### src/rtl/rocket_trace_arbiter.sv
// Merges per-core retire-trace streams into one tagged stream. Each core has an elastic FIFO.
// A round-robin arbiter feeds a single output register that carries a global merge-order sequence number.
module rocket_trace_arbiter #(
    parameter int N_CORES    = 4,
    parameter int PC_W       = 64,
    parameter int INSN_W     = 32,
    parameter int FIFO_DEPTH = 4,
    parameter int SEQ_W      = 16
) (
    input  logic                         clock,
    input  logic                         reset_n,
    input  logic [N_CORES-1:0]           req_valid,
    output logic [N_CORES-1:0]           req_ready,
    input  logic [N_CORES*PC_W-1:0]      req_pc,
    input  logic [N_CORES*INSN_W-1:0]    req_insn,
    output logic                         out_valid,
    input  logic                         out_ready,
    output logic [$clog2(N_CORES)-1:0]   out_core_id,
    output logic [PC_W-1:0]              out_pc,
    output logic [INSN_W-1:0]            out_insn,
    output logic [SEQ_W-1:0]             out_seq,
    output logic                         idle
);
    localparam int CW   = $clog2(N_CORES);
    localparam int AW   = $clog2(FIFO_DEPTH);
    localparam int CNTW = AW + 1;

    logic [N_CORES-1:0]             nonempty, push, pop, empty_d;
    logic [N_CORES-1:0][PC_W-1:0]   head_pc;
    logic [N_CORES-1:0][INSN_W-1:0] head_insn;

    logic [CW-1:0]  last_q, winner, scan_idx;
    logic           found, load, out_valid_d;
    logic           out_valid_q, idle_q;
    logic [CW-1:0]  out_core_id_q;
    logic [PC_W-1:0]   out_pc_q;
    logic [INSN_W-1:0] out_insn_q;
    logic [SEQ_W-1:0]  out_seq_q, seq_cnt_q;

    for (genvar g = 0; g < N_CORES; g++) begin : g_core
        logic [PC_W+INSN_W-1:0] mem_q [FIFO_DEPTH];
        logic [AW-1:0]          wr_q, rd_q;
        logic [CNTW-1:0]        cnt_q, cnt_d;
        logic                   rdy_q;

        assign push[g]      = req_valid[g] & rdy_q;
        assign pop[g]       = load && (winner == CW'(g));
        assign nonempty[g]  = (cnt_q != '0);
        assign empty_d[g]   = (cnt_d == '0);
        assign req_ready[g] = rdy_q;
        assign {head_pc[g], head_insn[g]} = mem_q[rd_q];

        always_comb begin
            cnt_d = cnt_q;
            if (push[g] && !pop[g])      cnt_d = cnt_q + CNTW'(1);
            else if (!push[g] && pop[g]) cnt_d = cnt_q - CNTW'(1);
        end

        // Ready is registered from the next count, so a full FIFO stays unready through its pop cycle.
        always_ff @(posedge clock or negedge reset_n) begin
            if (!reset_n) begin
                wr_q  <= '0;
                rd_q  <= '0;
                cnt_q <= '0;
                rdy_q <= 1'b0;
            end else begin
                if (push[g]) wr_q <= wr_q + AW'(1);
                if (pop[g])  rd_q <= rd_q + AW'(1);
                cnt_q <= cnt_d;
                rdy_q <= (cnt_d != CNTW'(FIFO_DEPTH));
            end
        end

        always_ff @(posedge clock) begin
            if (push[g]) mem_q[wr_q] <= {req_pc[g*PC_W +: PC_W], req_insn[g*INSN_W +: INSN_W]};
        end
    end

    // Round-robin scan starting just after the last granted core.
    always_comb begin
        winner   = '0;
        found    = 1'b0;
        scan_idx = '0;
        for (int k = 1; k <= N_CORES; k++) begin
            scan_idx = CW'((int'(last_q) + k) % N_CORES);
            if (!found && nonempty[scan_idx]) begin
                found  = 1'b1;
                winner = scan_idx;
            end
        end
    end

    assign load        = found && (!out_valid_q || out_ready);
    assign out_valid_d = load || (out_valid_q && !out_ready);

    always_ff @(posedge clock or negedge reset_n) begin
        if (!reset_n) begin
            out_valid_q   <= 1'b0;
            out_core_id_q <= '0;
            out_pc_q      <= '0;
            out_insn_q    <= '0;
            out_seq_q     <= '0;
            seq_cnt_q     <= '0;
            last_q        <= CW'(N_CORES - 1);
            idle_q        <= 1'b1;
        end else begin
            out_valid_q <= out_valid_d;
            if (load) begin
                out_core_id_q <= winner;
                out_pc_q      <= head_pc[winner];
                out_insn_q    <= head_insn[winner];
                out_seq_q     <= seq_cnt_q;
                seq_cnt_q     <= seq_cnt_q + SEQ_W'(1);
                last_q        <= winner;
            end
            idle_q <= (&empty_d) && !out_valid_d;
        end
    end

    assign out_valid   = out_valid_q;
    assign out_core_id = out_core_id_q;
    assign out_pc      = out_pc_q;
    assign out_insn    = out_insn_q;
    assign out_seq     = out_seq_q;
    assign idle        = idle_q;
endmodule

### config.mk
export PLATFORM = sky130hd
export DESIGN_NAME = rocket_trace_arbiter
export DESIGN_NICKNAME = d
export VERILOG_FILES = /design/src/rtl/rocket_trace_arbiter.sv
export SDC_FILE = /design/constraint.sdc
export NUM_CORES = 1
export LEC_CHECK = 0
export CORE_ASPECT_RATIO = 0.6
export CORE_MARGIN = 2
export CORE_UTILIZATION = 35
export DETAILED_ROUTE_END_ITERATION = 7
export SLEW_MARGIN = 5
export SYNTH_ARGS = -nofsm -noshare
export SYNTH_HDL_FRONTEND = slang
export SYNTH_SLANG_ARGS = --single-unit
### constraint.sdc
create_clock -name clock -period 5.7 [get_ports clock]
set_input_delay 1.425 -clock clock [delete_from_list [all_inputs] [get_ports clock]]
set_output_delay 1.425 -clock clock [all_outputs]
set_load 0.01 [all_outputs]
Yosys cells after proc, flatten, opt, wreduce, memory -nomap -nowiden

Memories as Yosys holds them, arrays and structs flattened.
Index checks and enable logic that the tools add are counted.

Register bits: 166
Input port bits: 391
Bits in writable memories: 1536
Output and inout bits: 120
Memories kept: 4

Bitwise logic cells: 4
Equality and inequality tests: 7
Add/subtract/negate cells: 21
Magnitude comparators: 5
Reductions and logical operators: 44
Mux-type cells: 36

Memory list:

| name            | depth | width | read ports | clocked after memory_dff | write ports | RTL line | source |
|---|---|---|---|---|---|---|---|
| g_core[0].mem_q | 4     | 96    | 1          | 0                        | 1           | 41       | `logic [PC_W+INSN_W-1:0] mem_q [FIFO_DEPTH];` |
| g_core[1].mem_q | 4     | 96    | 1          | 0                        | 1           | 41       |  |
| g_core[2].mem_q | 4     | 96    | 1          | 0                        | 1           | 41       |  |
| g_core[3].mem_q | 4     | 96    | 1          | 0                        | 1           | 41       |  |

Operators with widths:

| operator              | count |
|---|---|
| $bmux 64 s2           | 1 |
| $bmux 32 s2           | 1 |
| $mux 64               | 1 |
| $mux 32               | 1 |
| $mux 3                | 8 |
| $add 2x1->2 const B   | 10 |
| $logic_and 1x1->1     | 18 |
| $add 16x1->16 const B | 1 |
| $mux 1                | 16 |
| $lt 2x3->1 const B    | 5 |
| $logic_not 1->1       | 14 |
| $add 3x1->3 const B   | 4 |
| $logic_not 3->1       | 4 |
| $ne 3x3->1 const B    | 4 |
| $reduce_bool 3->1     | 4 |
| $sub 3x1->3 const B   | 4 |
| $bmux 1 s2            | 4 |
| $mux 2                | 4 |
| $add 2x2->2 const B   | 2 |
| $and 1x1->1           | 4 |
| $eq 2x2->1 const B    | 2 |
| $reduce_and 4->1      | 1 |
| $eq 2x1->1 const B    | 1 |
| $logic_not 2->1       | 1 |
| $logic_or 1x1->1      | 2 |

Depth between registers and ports, before layout

Depth after elaboration: 21
Gate-level depth with buffers: 13
Mapped depth without buffers: 10

Least setup slack after synthesis

Ideal clock, no wire load.

Path kind: input-to-reg
Start: in req_valid[0]
End: mem g_core[0].mem_q[0][0] (netlist name), enable pin
Path slack: 1.530 ns
Path buffers: 0
Required time: 5.234 ns
Arrival: 3.704 ns
Stages on the path: 1
Cell sequence: and3_1

Cells in the longest elaborated chain, start to end: 3

RTL lines:

| what                         | RTL line | source |
|---|---|---|
| start: declaration           | 12       | `input logic [N_CORES-1:0] req_valid,` |
| $and 1x1->1                  | 46       | `assign push[g] = req_valid[g] & rdy_q;` |
| $mux 1                       | 75       | `if (push[g]) mem_q[wr_q] <= {req_pc[g*PC_W +: PC_W], req_insn[g*INSN_W +: INSN_W]};` |
| $mux 1 (implied by the code) | 75       |  |
| end: declaration             | 41       |  |

No other way between the ends.

Worst setup path in the final report

Start: reg g_core[3].cnt_q[0]
End: reg out_pc_q[17], in the netlist out_pc[17]

Cells in the longest elaborated chain, start to end: 15

RTL lines:

| what                          | RTL line | source |
|---|---|---|
| start: declaration            | 43       | `logic [CNTW-1:0] cnt_q, cnt_d;` |
| start signal: assignment      | 69       | `cnt_q <= cnt_d;` |
| $reduce_bool 3->1 *           | 48       | `assign nonempty[g] = (cnt_q != '0);` |
| $bmux 1 s2                    | 86       | `if (!found && nonempty[scan_idx]) begin` |
| $mux 1 (implied by the code)  | 86       |  |
| $mux 1                        | 86       |  |
| $logic_not 1->1               | 86       |  |
| $logic_and 1x1->1             | 86       |  |
| $mux 1                        | 86       |  |
| $logic_not 1->1               | 86       |  |
| $logic_and 1x1->1             | 86       |  |
| $mux 1                        | 86       |  |
| $logic_not 1->1               | 86       |  |
| $logic_and 1x1->1             | 86       |  |
| $mux 2                        | 86       |  |
| $bmux 64 s2                   | 110      | `out_pc_q <= head_pc[winner];` |
| $mux 64 (implied by the code) | 110      |  |
| end signal: assignment        | 110      |  |
| end: declaration              | 36       | `logic [PC_W-1:0] out_pc_q;` |

Mark *: on every way between the ends. The rest lies on a longest branch, timed or not. The select of a mux whose other input is x is not followed.
A chain may end at the register's enable or synchronous reset.

==> flow_summary.ini <==
[pwr]
switchingPower_w = 0.0148
pwr-share-clk = 0.254
switching_share = 0.342
seqPwrFrac = 0.411
total_power_w = 0.0433
cellLeakagePower_nw = 26.4
p_int_w = 0.0285
p_per_area_nw_per_um2 = 548
ir_drop_uv = 795
pwr-share-comb = 0.335

[synthesis]
synth_cell_types = 51
ys_ff_latch = 1702
ys_top_cells_by_area = edfxtp_1, mux4_2, dfrtp_1
async_flop_share = 0.0975
synth.yosys.seq_area_share = 0.772
syn_area_um2 = 65100
synth-edff-count = 1536
syn_inst = 3415
synth_top_area_cell = edfxtp_1
synthFlopType = edfxtp_1
avgSynthCellArea_um2 = 19.1
yosysTopAreaCellShare = 0.708
yosysWarnings = 0
synth_nets = 3835

[layout]
drive_gt1_frac = 0.177
final_common_cell = edfxtp_1
syn_to_final_growth_pct = 21.4
multi_input_comb_area_um2 = 14200
ff_latch_area_um2 = 50300
final_area_um2 = 79100
layout_common_cells = edfxtp_1, nand2_1, clkdlybuf4s50_1, mux4_2, nand3_1
nets = 4392
nFillCells = 16100

[clock_tree]
clockBufferDepth = 4
cts_tree = done
cts_buffers = 169
cts_max_level = 4
post-cts-setup-buffers = 0
cts-resized-gates = 0
cts_root_buf = clkbuf_16
hold_buffers = 0
clock_sinks = 1702
clk_pin_slew_ns = 0.06
clkLatencyLatePin_ns = 0.82

[critical_path]
r2r_cells = 11
crit_end = out_pc[17]
r2r_end = out_pc[17]
max_stage_delay_ns = 0.74
critPathBufInv = 2
path_max_fanout = 46
path_delay_family = simple AND/OR/NAND/NOR gates
critPathLaunch = g_core[3].cnt_q[0]
cp.required_ns = 6.39
reg2reg_from = g_core[3].cnt_q[0]
critPathArrivalTime_ns = 4.27
crit_type = register to register
r2r_slack_ns = 2.13
crit_chain = inv_1 -> ha_1 -> nor2b_1 -> a21oi_1 -> o21ai_1 -> and2_4 -> buf_4 -> nand2_1 -> nand3_1 -> nand2_1 -> o21ai_1
crit_cells = 11
slowest_stage = and2_4
startpoint_type = register
end_kind = register

[global_route]
antenna_found_initial = 94
grt_pass1_vias = 33800
grt_max_degree = 108
grt_pass1_wl_um = 259000
busiest_layer = met2
grtUsageMet2 = 0.277
overflow = 0
met3_usage = 0.0619
grtUsageMet1 = 0.276
grtUsageTotal = 0.190

[hold_path]
hp-class = register to register
min_delay_path_depth = 1

[timing]
setup-violations-final = 0
worstMarginPinSlew_ns = 1.02
finalHoldViolCount = 0
final_max_slew_viol_count = 0
fin_ws_ns = 2.13
final.period_utilization = 0.627
rsz0062_at_grt = no
setup_tns_ns = 0
fmax_mhz = 280
skew_ns = 0.0557
period_needed_ns = 3.57
slew_headroom = 0.320

[floorplanning]
row_count = 122
fp.dieH_um = 338
core_area_um2 = 185000
io_pins = 511
start_util = 0.353
dieArea_um2 = 190000
dieWidth_um = 561

[placed_design]
placed_cell_area_um2 = 73600
io_buffers = 510
gp_congestion = 0.775
hpwl_um = 120000
dp_slack_ns = 1.83

[job]
drv_cap = 0

[routing]
drt_pass1_iterations = 5
post_drt_wl_per_cell_um = 27.7
vias_per_cell = 5.20
vias = 34400
ant_nets = 0
drt-total-wl_um = 183000
drtIter0Drc = 3605
drc = 0

[run_status]
run_status = complete, no violations
[flip-flops by register name, indices dropped and copies added (netlist names)]
| signal | count |
|---|---|
| out_valid | 1 |
| g_core.cnt_q | 12 |
| out_core_id | 2 |
| g_core.wr_q | 8 |
| idle | 1 |
| out_pc | 64 |
| g_core.mem_q | 1536 |
| out_insn | 32 |
| g_core.rd_q | 8 |
| seq_cnt_q | 16 |
| g_core.rdy_q | 4 |
| last_q | 2 |
| out_seq | 16 |
[layer usage]
layer / routed length [um] / vias up
li1: - / 14600
met1: 79600 / 18000
met4: 3330 / 86
met5: 549 / -
met2: 81500 / 1419
met3: 18300 / 304
[power by group through the flow]
stage | registers [W] | clock network, W | logic, W
2_1_floorplan | 0.0176 | 0 | 0.00897
3_3_place_gp | 0.0180 | 0 | 0.0147
3_5_place_dp | 0.0181 | 0 | 0.0148
4_1_cts | 0.0179 | 0.0112 | 0.0148
5_1_grt | 0.0181 | 0.0117 | 0.0157
6_report | 0.0178 | 0.0110 | 0.0145
[cells by family (layout without fill, tap and decap cells)]
group / after synthesis / after routing / share of synthesized area
other cells: 0 / 32 / 0
flops: 1702 / 1702 / 0.772
buf+inv: 198 / 887 / 0.0121
compound gates: 136 / 136 / 0.0120
xor+xnor: 35 / 35 / 0.00471
fa+ha+maj: 29 / 29 / 0.00557
mux: 397 / 397 / 0.135
simple gates: 918 / 918 / 0.0589
[stage by stage]
stage / hold WS (ns) / cells / utilization
finish: 0.471 / 6616 / 0.428
global route: 0.484 / 6603 / 0.428
CTS: 0.477 / 6584 / 0.428
detailed placement: 0.462 / 6281 / 0.398
global placement: 0.462 / 6281 / 0.398
floorplan: 0.445 / 3415 / -
[cell type report]
cell class | instances | share of cell area
clock inverters | 87 | 0.0110
multi-input cells | 1515 | 0.179
well taps | 2480 | 0.0392
flip-flops and latches | 1702 | 0.636
clock buffers | 216 | 0.0573
inverters | 19 | 0.000902
repair buffers | 565 | 0.0749
diodes | 32 | 0.00101
[cell usage after synthesis, types with 3 or more instances]
master and n:
edfxtp_1 1536, nand2_1 651, mux4_2 384, nand3_1 196, dfrtp_1 163, clkbuf_1 127
o21ai_0 64, o21ai_1 39, ha_1 29, buf_1 26, xnor2_1 26, buf_2 22
nor2_1 22, and3_1 19, inv_1 19, a21oi_1 11, xor2_1 9, mux2i_1 8
nor2b_1 6, and2_1 5, mux2_2 5, buf_4 4, nand2b_1 4, dfstp_2 3
nand4_1 3
[how the worst min path moves through the flow]
| stage | from | end | slack (ns) |
|---|---|---|---|
| global route | seq_cnt_q[15] | seq_cnt_q[15] | 0.48 |
| floorplan | seq_cnt_q[15] | seq_cnt_q[15] | 0.44 |
| finish | seq_cnt_q[15] | seq_cnt_q[15] | 0.47 |
| detailed placement | out_seq[7] | out_seq[7] | 0.46 |
| global placement | out_seq[11] | out_seq[11] | 0.46 |
| CTS | seq_cnt_q[15] | seq_cnt_q[15] | 0.48 |
Note: power is estimated with default switching activity, not from simulation.
